**config.mk**
```make
export PLATFORM = sky130hd
export DESIGN_NAME = demultiplexor_1in_2out_stream
export DESIGN_NICKNAME = d
export VERILOG_FILES = /design/src/rtl/demultiplexor_1in_2out_stream.sv
export SDC_FILE = /design/constraint.sdc
export NUM_CORES = 1
export LEC_CHECK = 0
export ABC_AREA = 1
export CAP_MARGIN = 20
export CORE_ASPECT_RATIO = 0.5
export CORE_MARGIN = 4
export CORE_UTILIZATION = 40
export DETAILED_ROUTE_END_ITERATION = 10
export HOLD_SLACK_MARGIN = 0.03
export PLACE_DENSITY = 0.73
export SLEW_MARGIN = 20
export SYNTH_ARGS = -nofsm -noshare
export SYNTH_HDL_FRONTEND = slang
export SYNTH_HIERARCHICAL = 1
export SYNTH_SLANG_ARGS = --single-unit
```
**constraint.sdc**
```tcl
create_clock -name Clk -period 1.6 [get_ports Clk]
set_input_delay 0.32 -clock Clk [delete_from_list [all_inputs] [get_ports Clk]]
set_output_delay 0.32 -clock Clk [all_outputs]
set_load 0.02 [all_outputs]
```
**src/rtl/demultiplexor_1in_2out_stream.sv**
```systemverilog
// ---------------------------------------------------------------------------
// demultiplexor_1in_2out_stream
//
// Steers a single valid/ready input stream of WIDTH-bit words to one of two
// buffered destinations (A or B), chosen per word by SelIn. Each destination
// has its own DEPTH-entry FIFO, so a stalled consumer never blocks words
// already queued for the other one. Only the FIFO selected by the word
// currently presented can stall the producer (head-of-line blocking).
//
// Parameters:
//   WIDTH    data word width in bits (default 16)
//   DEPTH    entries per output FIFO, power of two, >= 2 (default 2)
//
// Ports:
//   Clk              system clock, rising edge
//   Reset_n          asynchronous active-low reset
//   DatoIn/SelIn     input word and destination select (0 -> A, 1 -> B)
//   ValidIn/ReadyIn  input handshake; ReadyIn = selected FIFO not full
//   SalidaA/ValidA/ReadyA   destination A head word and handshake
//   SalidaB/ValidB/ReadyB   destination B head word and handshake
//   CountA/CountB    (DEMUX_COUNT_EN only) 16-bit wrapping counts of words
//                    accepted into FIFO A / FIFO B
//
// Build option:
//   DEMUX_COUNT_EN   when defined, adds the CountA/CountB outputs.
// ---------------------------------------------------------------------------

// Single-clock FIFO whose head entry is driven straight from the storage
// registers, so the output never has a combinational path from the write data.
module demux_fifo #(
    parameter int WIDTH = 16,
    parameter int DEPTH = 2
) (
    input  logic             clk_i,
    input  logic             rst_n_i,
    input  logic             push_i,
    input  logic [WIDTH-1:0] data_i,
    input  logic             ready_i,
    output logic [WIDTH-1:0] data_o,
    output logic             valid_o,
    output logic             full_o
);

    localparam int PTR_W = (DEPTH > 1) ? $clog2(DEPTH) : 1;
    localparam int CNT_W = $clog2(DEPTH + 1);
    localparam logic [CNT_W-1:0] FULL_CNT = CNT_W'(DEPTH);

    logic [WIDTH-1:0] mem_q [DEPTH];
    logic [PTR_W-1:0] wr_ptr_q, wr_ptr_d;
    logic [PTR_W-1:0] rd_ptr_q, rd_ptr_d;
    logic [CNT_W-1:0] count_q, count_d;
    logic             pop;

    assign valid_o = (count_q != '0);
    assign full_o  = (count_q == FULL_CNT);
    assign pop     = valid_o && ready_i;
    assign data_o  = mem_q[rd_ptr_q];

    // Pointers wrap naturally because DEPTH is a power of two.
    always_comb begin
        wr_ptr_d = wr_ptr_q;
        rd_ptr_d = rd_ptr_q;
        count_d  = count_q;
        if (push_i) begin
            wr_ptr_d = wr_ptr_q + 1'b1;
        end
        if (pop) begin
            rd_ptr_d = rd_ptr_q + 1'b1;
        end
        case ({push_i, pop})
            2'b10:   count_d = count_q + 1'b1;
            2'b01:   count_d = count_q - 1'b1;
            default: count_d = count_q;
        endcase
    end

    always_ff @(posedge clk_i or negedge rst_n_i) begin
        if (!rst_n_i) begin
            for (int i = 0; i < DEPTH; i++) begin
                mem_q[i] <= '0;
            end
            wr_ptr_q <= '0;
            rd_ptr_q <= '0;
            count_q  <= '0;
        end else begin
            if (push_i) begin
                mem_q[wr_ptr_q] <= data_i;
            end
            wr_ptr_q <= wr_ptr_d;
            rd_ptr_q <= rd_ptr_d;
            count_q  <= count_d;
        end
    end

endmodule

module demultiplexor_1in_2out_stream #(
    parameter int WIDTH = 16,
    parameter int DEPTH = 2
) (
    input  logic             Clk,
    input  logic             Reset_n,
    input  logic [WIDTH-1:0] DatoIn,
    input  logic             SelIn,
    input  logic             ValidIn,
    output logic             ReadyIn,
    output logic [WIDTH-1:0] SalidaA,
    output logic             ValidA,
    input  logic             ReadyA,
    output logic [WIDTH-1:0] SalidaB,
    output logic             ValidB,
    input  logic             ReadyB
`ifdef DEMUX_COUNT_EN
    ,
    output logic [15:0]      CountA,
    output logic [15:0]      CountB
`endif
);

    logic full_a;
    logic full_b;
    logic accept;
    logic push_a;
    logic push_b;

    // ReadyIn looks only at the selected FIFO's registered state, never at
    // the consumer readies: a full FIFO stalls even if it is popping.
    assign ReadyIn = SelIn ? !full_b : !full_a;
    assign accept  = ValidIn && ReadyIn;
    assign push_a  = accept && !SelIn;
    assign push_b  = accept &&  SelIn;

    demux_fifo #(
        .WIDTH (WIDTH),
        .DEPTH (DEPTH)
    ) u_fifo_a (
        .clk_i   (Clk),
        .rst_n_i (Reset_n),
        .push_i  (push_a),
        .data_i  (DatoIn),
        .ready_i (ReadyA),
        .data_o  (SalidaA),
        .valid_o (ValidA),
        .full_o  (full_a)
    );

    demux_fifo #(
        .WIDTH (WIDTH),
        .DEPTH (DEPTH)
    ) u_fifo_b (
        .clk_i   (Clk),
        .rst_n_i (Reset_n),
        .push_i  (push_b),
        .data_i  (DatoIn),
        .ready_i (ReadyB),
        .data_o  (SalidaB),
        .valid_o (ValidB),
        .full_o  (full_b)
    );

`ifdef DEMUX_COUNT_EN
    logic [15:0] count_a_q;
    logic [15:0] count_b_q;

    always_ff @(posedge Clk or negedge Reset_n) begin
        if (!Reset_n) begin
            count_a_q <= '0;
            count_b_q <= '0;
        end else begin
            if (push_a) begin
                count_a_q <= count_a_q + 16'd1;
            end
            if (push_b) begin
                count_b_q <= count_b_q + 16'd1;
            end
        end
    end

    assign CountA = count_a_q;
    assign CountB = count_b_q;
`endif

endmodule

```
Word level (Yosys, flattened, before mapping) --
Cells that the tools add are included.
Operators by class: add/sub/neg operators 8, magnitude comparators 6, equality and inequality tests 6, multiplexer cells 15, bitwise logic cells 4, reduce and logical (&&, ||, !) cells 14
Operators by type and width (count):
- 16-bit two-way mux | 8
- 32-bit bitwise mux | 2
- 16-bit demux with 1-bit select | 2
- 2-bit == test, second input constant | 4
- 2-bit greater-or-equal comparator, second input constant | 4
- 1-bit inverter with 2-bit output | 4
- 2-bit one-hot mux with 2 select lines | 2
- 2-bit nonzero test | 4
- 1-bit logical AND | 7
- 1-bit adder, second input constant | 4
- 2-bit by 1-bit adder with 2-bit output, second input constant | 2
- 2-bit by 1-bit == test with 1-bit output, second input constant | 2
- 2-bit by 1-bit less-than comparator with 1-bit output, second input constant | 2
- 2-bit by 1-bit subtractor with 2-bit output, second input constant | 2
- 1-bit zero test | 3
- 1-bit two-way mux | 1
Storage, ports and cells: register bits 72, bits of input ports 22, output and inout port bits 35, word-level logic and storage cells 63

Logic depth before layout (Yosys ltp) --
word-level depth 7, depth in mapped cells 12, depth with buffers taken out 12

Hierarchy --
The synthesis kept the hierarchy.
By module, submodules not included:
- demux_fifo | times used 2, cells an instance 199, area an instance 1675.4 sq um, sequential area each 900.9 sq um
- demultiplexor_1in_2out_stream | times used 1, cells an instance 9, area an instance 38.8 sq um, sequential area each 0.0 sq um

Least setup slack after synthesis --
OpenSTA, ideal clock, no wires.
path type reg2reg, start point register u_fifo_b.count_q[1], end point register u_fifo_b/mem_q[27] (netlist bit), library setup time 0.117 ns, arrival time 1.316 ns, required time 1.483 ns, slack 0.167 ns, stages on the path, launching flop included 12, path buffers 2, clock period less this slack 1.433 ns, cell sequence dfrtp_1 inv_1 nor2_1 inv_1 nand2_1 nor2_1 inv_2 or2_1 buf_6 buf_6 nand2_2 o21ai_2
Between the ends: cells in the longest elaborated chain, start to end 5
Ends and longest elaborated chain:
- start, declared | line 51 | logic [CNT_W-1:0] count_q, count_d;
- start signal, assigned | line 91 | count_q <= count_d;
- 2-bit == test | line 55 | assign full_o = (count_q == FULL_CNT);
- net full_b | line 121 | logic full_b;
- 1-bit zero test | line 128 | assign ReadyIn = SelIn ? !full_b : !full_a;
- 1-bit two-way mux | line 128
- 1-bit logical AND | line 129 | assign accept = ValidIn && ReadyIn;
- 1-bit logical AND | line 131 | assign push_b = accept && SelIn;
- net push_b | line 124 | logic push_b;
- end signal, assigned by index | line 87 | mem_q[wr_ptr_q] <= data_i;
- end, declared | line 48 | logic [WIDTH-1:0] mem_q [DEPTH];
The timed path passes the listed nets, and every way through them passes these cells. A chain may end at the register's enable or synchronous reset.

Final worst setup path --
start point register u_fifo_a.count_q[0], end point output ReadyIn
Between the ends: cells in the longest elaborated chain, start to end 3
Ends and longest elaborated chain:
- start, declared | line 51
- start signal, assigned | line 91
- 2-bit == test | line 55
- net full_a | line 120 | logic full_a;
- 1-bit zero test | line 128
- 1-bit two-way mux | line 128
- end, declared | line 106 | output logic ReadyIn,
The timed path passes the listed nets, and every way through them passes these cells.

==> results by group <==
Setup path
  • Req. time, crit path: around 1300 ps
  • Critical path capture point type: output pin
  • Crit path kind: flop to output pin
  • CP Max Fanout: 3
  • Crit path launch type: flop
  • Crit path DAT: roughly 1200 ps
  • Reg2Reg Launch Point: u_fifo_b/count_q[1]
  • Worst setup startpoint: u_fifo_a/count_q[0]

CTS
  • CTS root buf: clkbuf_16
  • CTS buffer count: 9
  • Htree depth: 3
  • Max clock buf depth: 2
  • CTS tree: yes
  • Clock slew at reported path FFs: about 60 ps
  • Clk Latency, worst-skew pair: ~330 ps
  • CTS sink cnt: 72

Final layout
  • Most frequent cells in the layout: 172 x nand2_1, 72 x dfrtp_1, 45 x inv_1
  • Post-route core utilization: 54.9%
  • Nets: 500
  • Commonest non-fill, non-tap cell in the layout: nand2_1
  • P&R area growth vs syn: 31.4%
  • FF/Latch Area: about 1800 um2
  • Area taken by multi-input logic gates: 1280 um2
  • FILL cells: 737
  • Layout cells sized above 1: a little over a quarter
  • Diode count: 0
  • Final cell count without fillers: 593

Outcome
  • Run status: finished, final reports clean

Die
  • I/O pin count: 57
  • Die height: roughly 73 um
  • Die area: ~10000 um2
  • Die width: approximately 140 um
  • # rows: 23
  • Core Box Area: 8120 um2
  • Initial Util: between 40% and 50%

Timing
  • Worst Tran Pin Value: roughly 440 ps
  • Period utilization: between 90% and 100%
  • Final setup violation count: 0
  • Hold Vio Cnt, Final: 0
  • Final TNS setup: 0 ps
  • Crit path time final: between 1500 and 2000 ps
  • Peak Freq: approximately 650 MHz
  • Max-slew violations: 0
  • Final hold slack: approximately 470 ps
  • Clk_skew: roughly 4.3 ps
  • Slew margin rel.: between 70% and 80%
  • Final worst slack: between 40 and 50 ps

GRT
  • Largest net degree at the start of global routing: 42
  • Gr usage total: ~16%
  • First-pass GRT wire length: roughly 13000 um
  • Initial antenna violation count: 0
  • Vias in the first global route: about 2600
  • Global route overflow: 0

Synthesis
  • Synthesis-stage register bit count: a little over 70
  • Sequential cell area fraction in the yosys report: 53.2%
  • Cells after Synth: roughly 400
  • Average cell area after synthesis: about 8.3 um2
  • Syn nets: 431
  • Yosys cell types: 18
  • Cell Area, Synth: around 3400 um2
  • Area leader, netlist: dfrtp_1
  • Ys Warns: 6
  • Most area-consuming cells after synthesis: dfrtp_1 53%, nand2_1 20%, o21ai_2 8.3%
  • Share of the synthesized area in the top cell type: between 50% and 60%

Place
  • GPL Wtd Cong: approximately 0.76
  • HPWL after DPL: roughly 5400 um
  • Dpl cells: between 500 and 600
  • Worst slack at placement: -259 ps
  • Port Buffers: between 50 and 60

Min path
  • Hold WC Path Type: input port to asynchronous set/reset pin

Power
  • LEAKAGE: 2.38 nW
  • Power Density: 2180 nW/um2
  • Maximum VDD drop: 0.720 mV

Routing
  • TritonRoute pass-1 iters: 4
  • Via count: approximately 2700
  • Post-route DRC: 0
  • Initial detailed-routing violation count: 220
  • Final ANT Viol Nets: 0
  • Routed WL per cell: ~13 um
  • Via-per-instance ratio: 4.58
  • WL final: between 7000 and 8000 um

Job
  • Max_cap viols: 0
[critical path, cell delays in order, from the launching register on]
cell and delay (ps):
dfrtp_1 410, nor2_2 150, inv_2 50, nand2_2 80
nand2_1 50, buf_2 150
[routing by layer]
metal	track usage [%]	wire length, um
met4	5.26	80
met1	21.8	3650
met2	26.7	3780
met3	3.60	313
met5	0	0
[logic make-up after synthesis]
| family | count (synthesis) | synth area share [%] |
|---|---|---|
| AO/OA/AOI/OAI | 64 | 13.0 |
| adder cells (fa/ha/maj) | 2 | 0.738 |
| buffers and inverters | 70 | 9.75 |
| AND/OR/NAND/NOR | 197 | 22.8 |
| flip-flops | 72 | 53.2 |
| XOR/XNOR | 2 | 0.517 |
[registers in the layout, indices dropped and copies added (netlist names)]
name	cells
u_fifo_b/mem_q	32
u_fifo_a/rd_ptr_q	1
u_fifo_b/wr_ptr_q	1
u_fifo_a/wr_ptr_q	1
u_fifo_b/rd_ptr_q	1
u_fifo_a/mem_q	32
u_fifo_a/count_q	2
u_fifo_b/count_q	2
[final timing paths]
path	to	slack, ps	depth (start not counted)
max in group asynchronous	u_fifo_b/mem_q[29]	570	3
min in group Clk	u_fifo_a/count_q[1]	470	2
worst min-delay path	u_fifo_b/mem_q[16]	470	2
worst min register to register	u_fifo_a/count_q[1]	470	2
worst max-delay path	ReadyIn	50	5
worst max register to register	u_fifo_b/mem_q[25]	110	10
[cells in the mapped netlist]
library cell    n
clkbuf_1        6
nor2_2          1
buf_2           6
nor2_1          3
o21ai_0        32
or2_1           2
nand2_2         7
xnor2_1         2
nand3_1         4
nand4_1         2
o21ai_2        32
ha_1            2
dfrtp_1        72
nand2_1       178
clkinv_1        3
inv_1          45
inv_2           2
buf_6           8
[layout make-up]
class | instances | share of cell area (%)
clock buffer | 10 | 5.37
timing repair buffer | 78 | 16.4
tap | 112 | 3.15
inverter | 50 | 4.27
sequential | 72 | 40.4
clock inverter | 6 | 1.52
multi-input combinational | 265 | 28.8
[timing repair]
action,4_1_cts,5_1_grt
hold buffers,1,0
resized for setup,136,48
cloned,0,1
hold endpoints to repair,15,0
setup endpoints to repair,35,54
setup buffers,1,0
[power by group]
group	total [mW]	internal (mW)	switching, mW	leakage (nW)
Sequential	3.16	2.68	0.482	0.894
Combinational	4.52	1.91	2.61	1.34
Clock	2.02	1.25	0.762	0.145
[per-stage QoR]
step | power [mW] | instance area (um2)
after floorplan | 5.88 | 3390
after global placement | 7.75 | 4160
after global routing | 10.4 | 4450
final | 9.70 | 4450
after CTS | 9.34 | 4310
after detailed placement | 7.84 | 4160
Power figures use the tool's default switching activity.
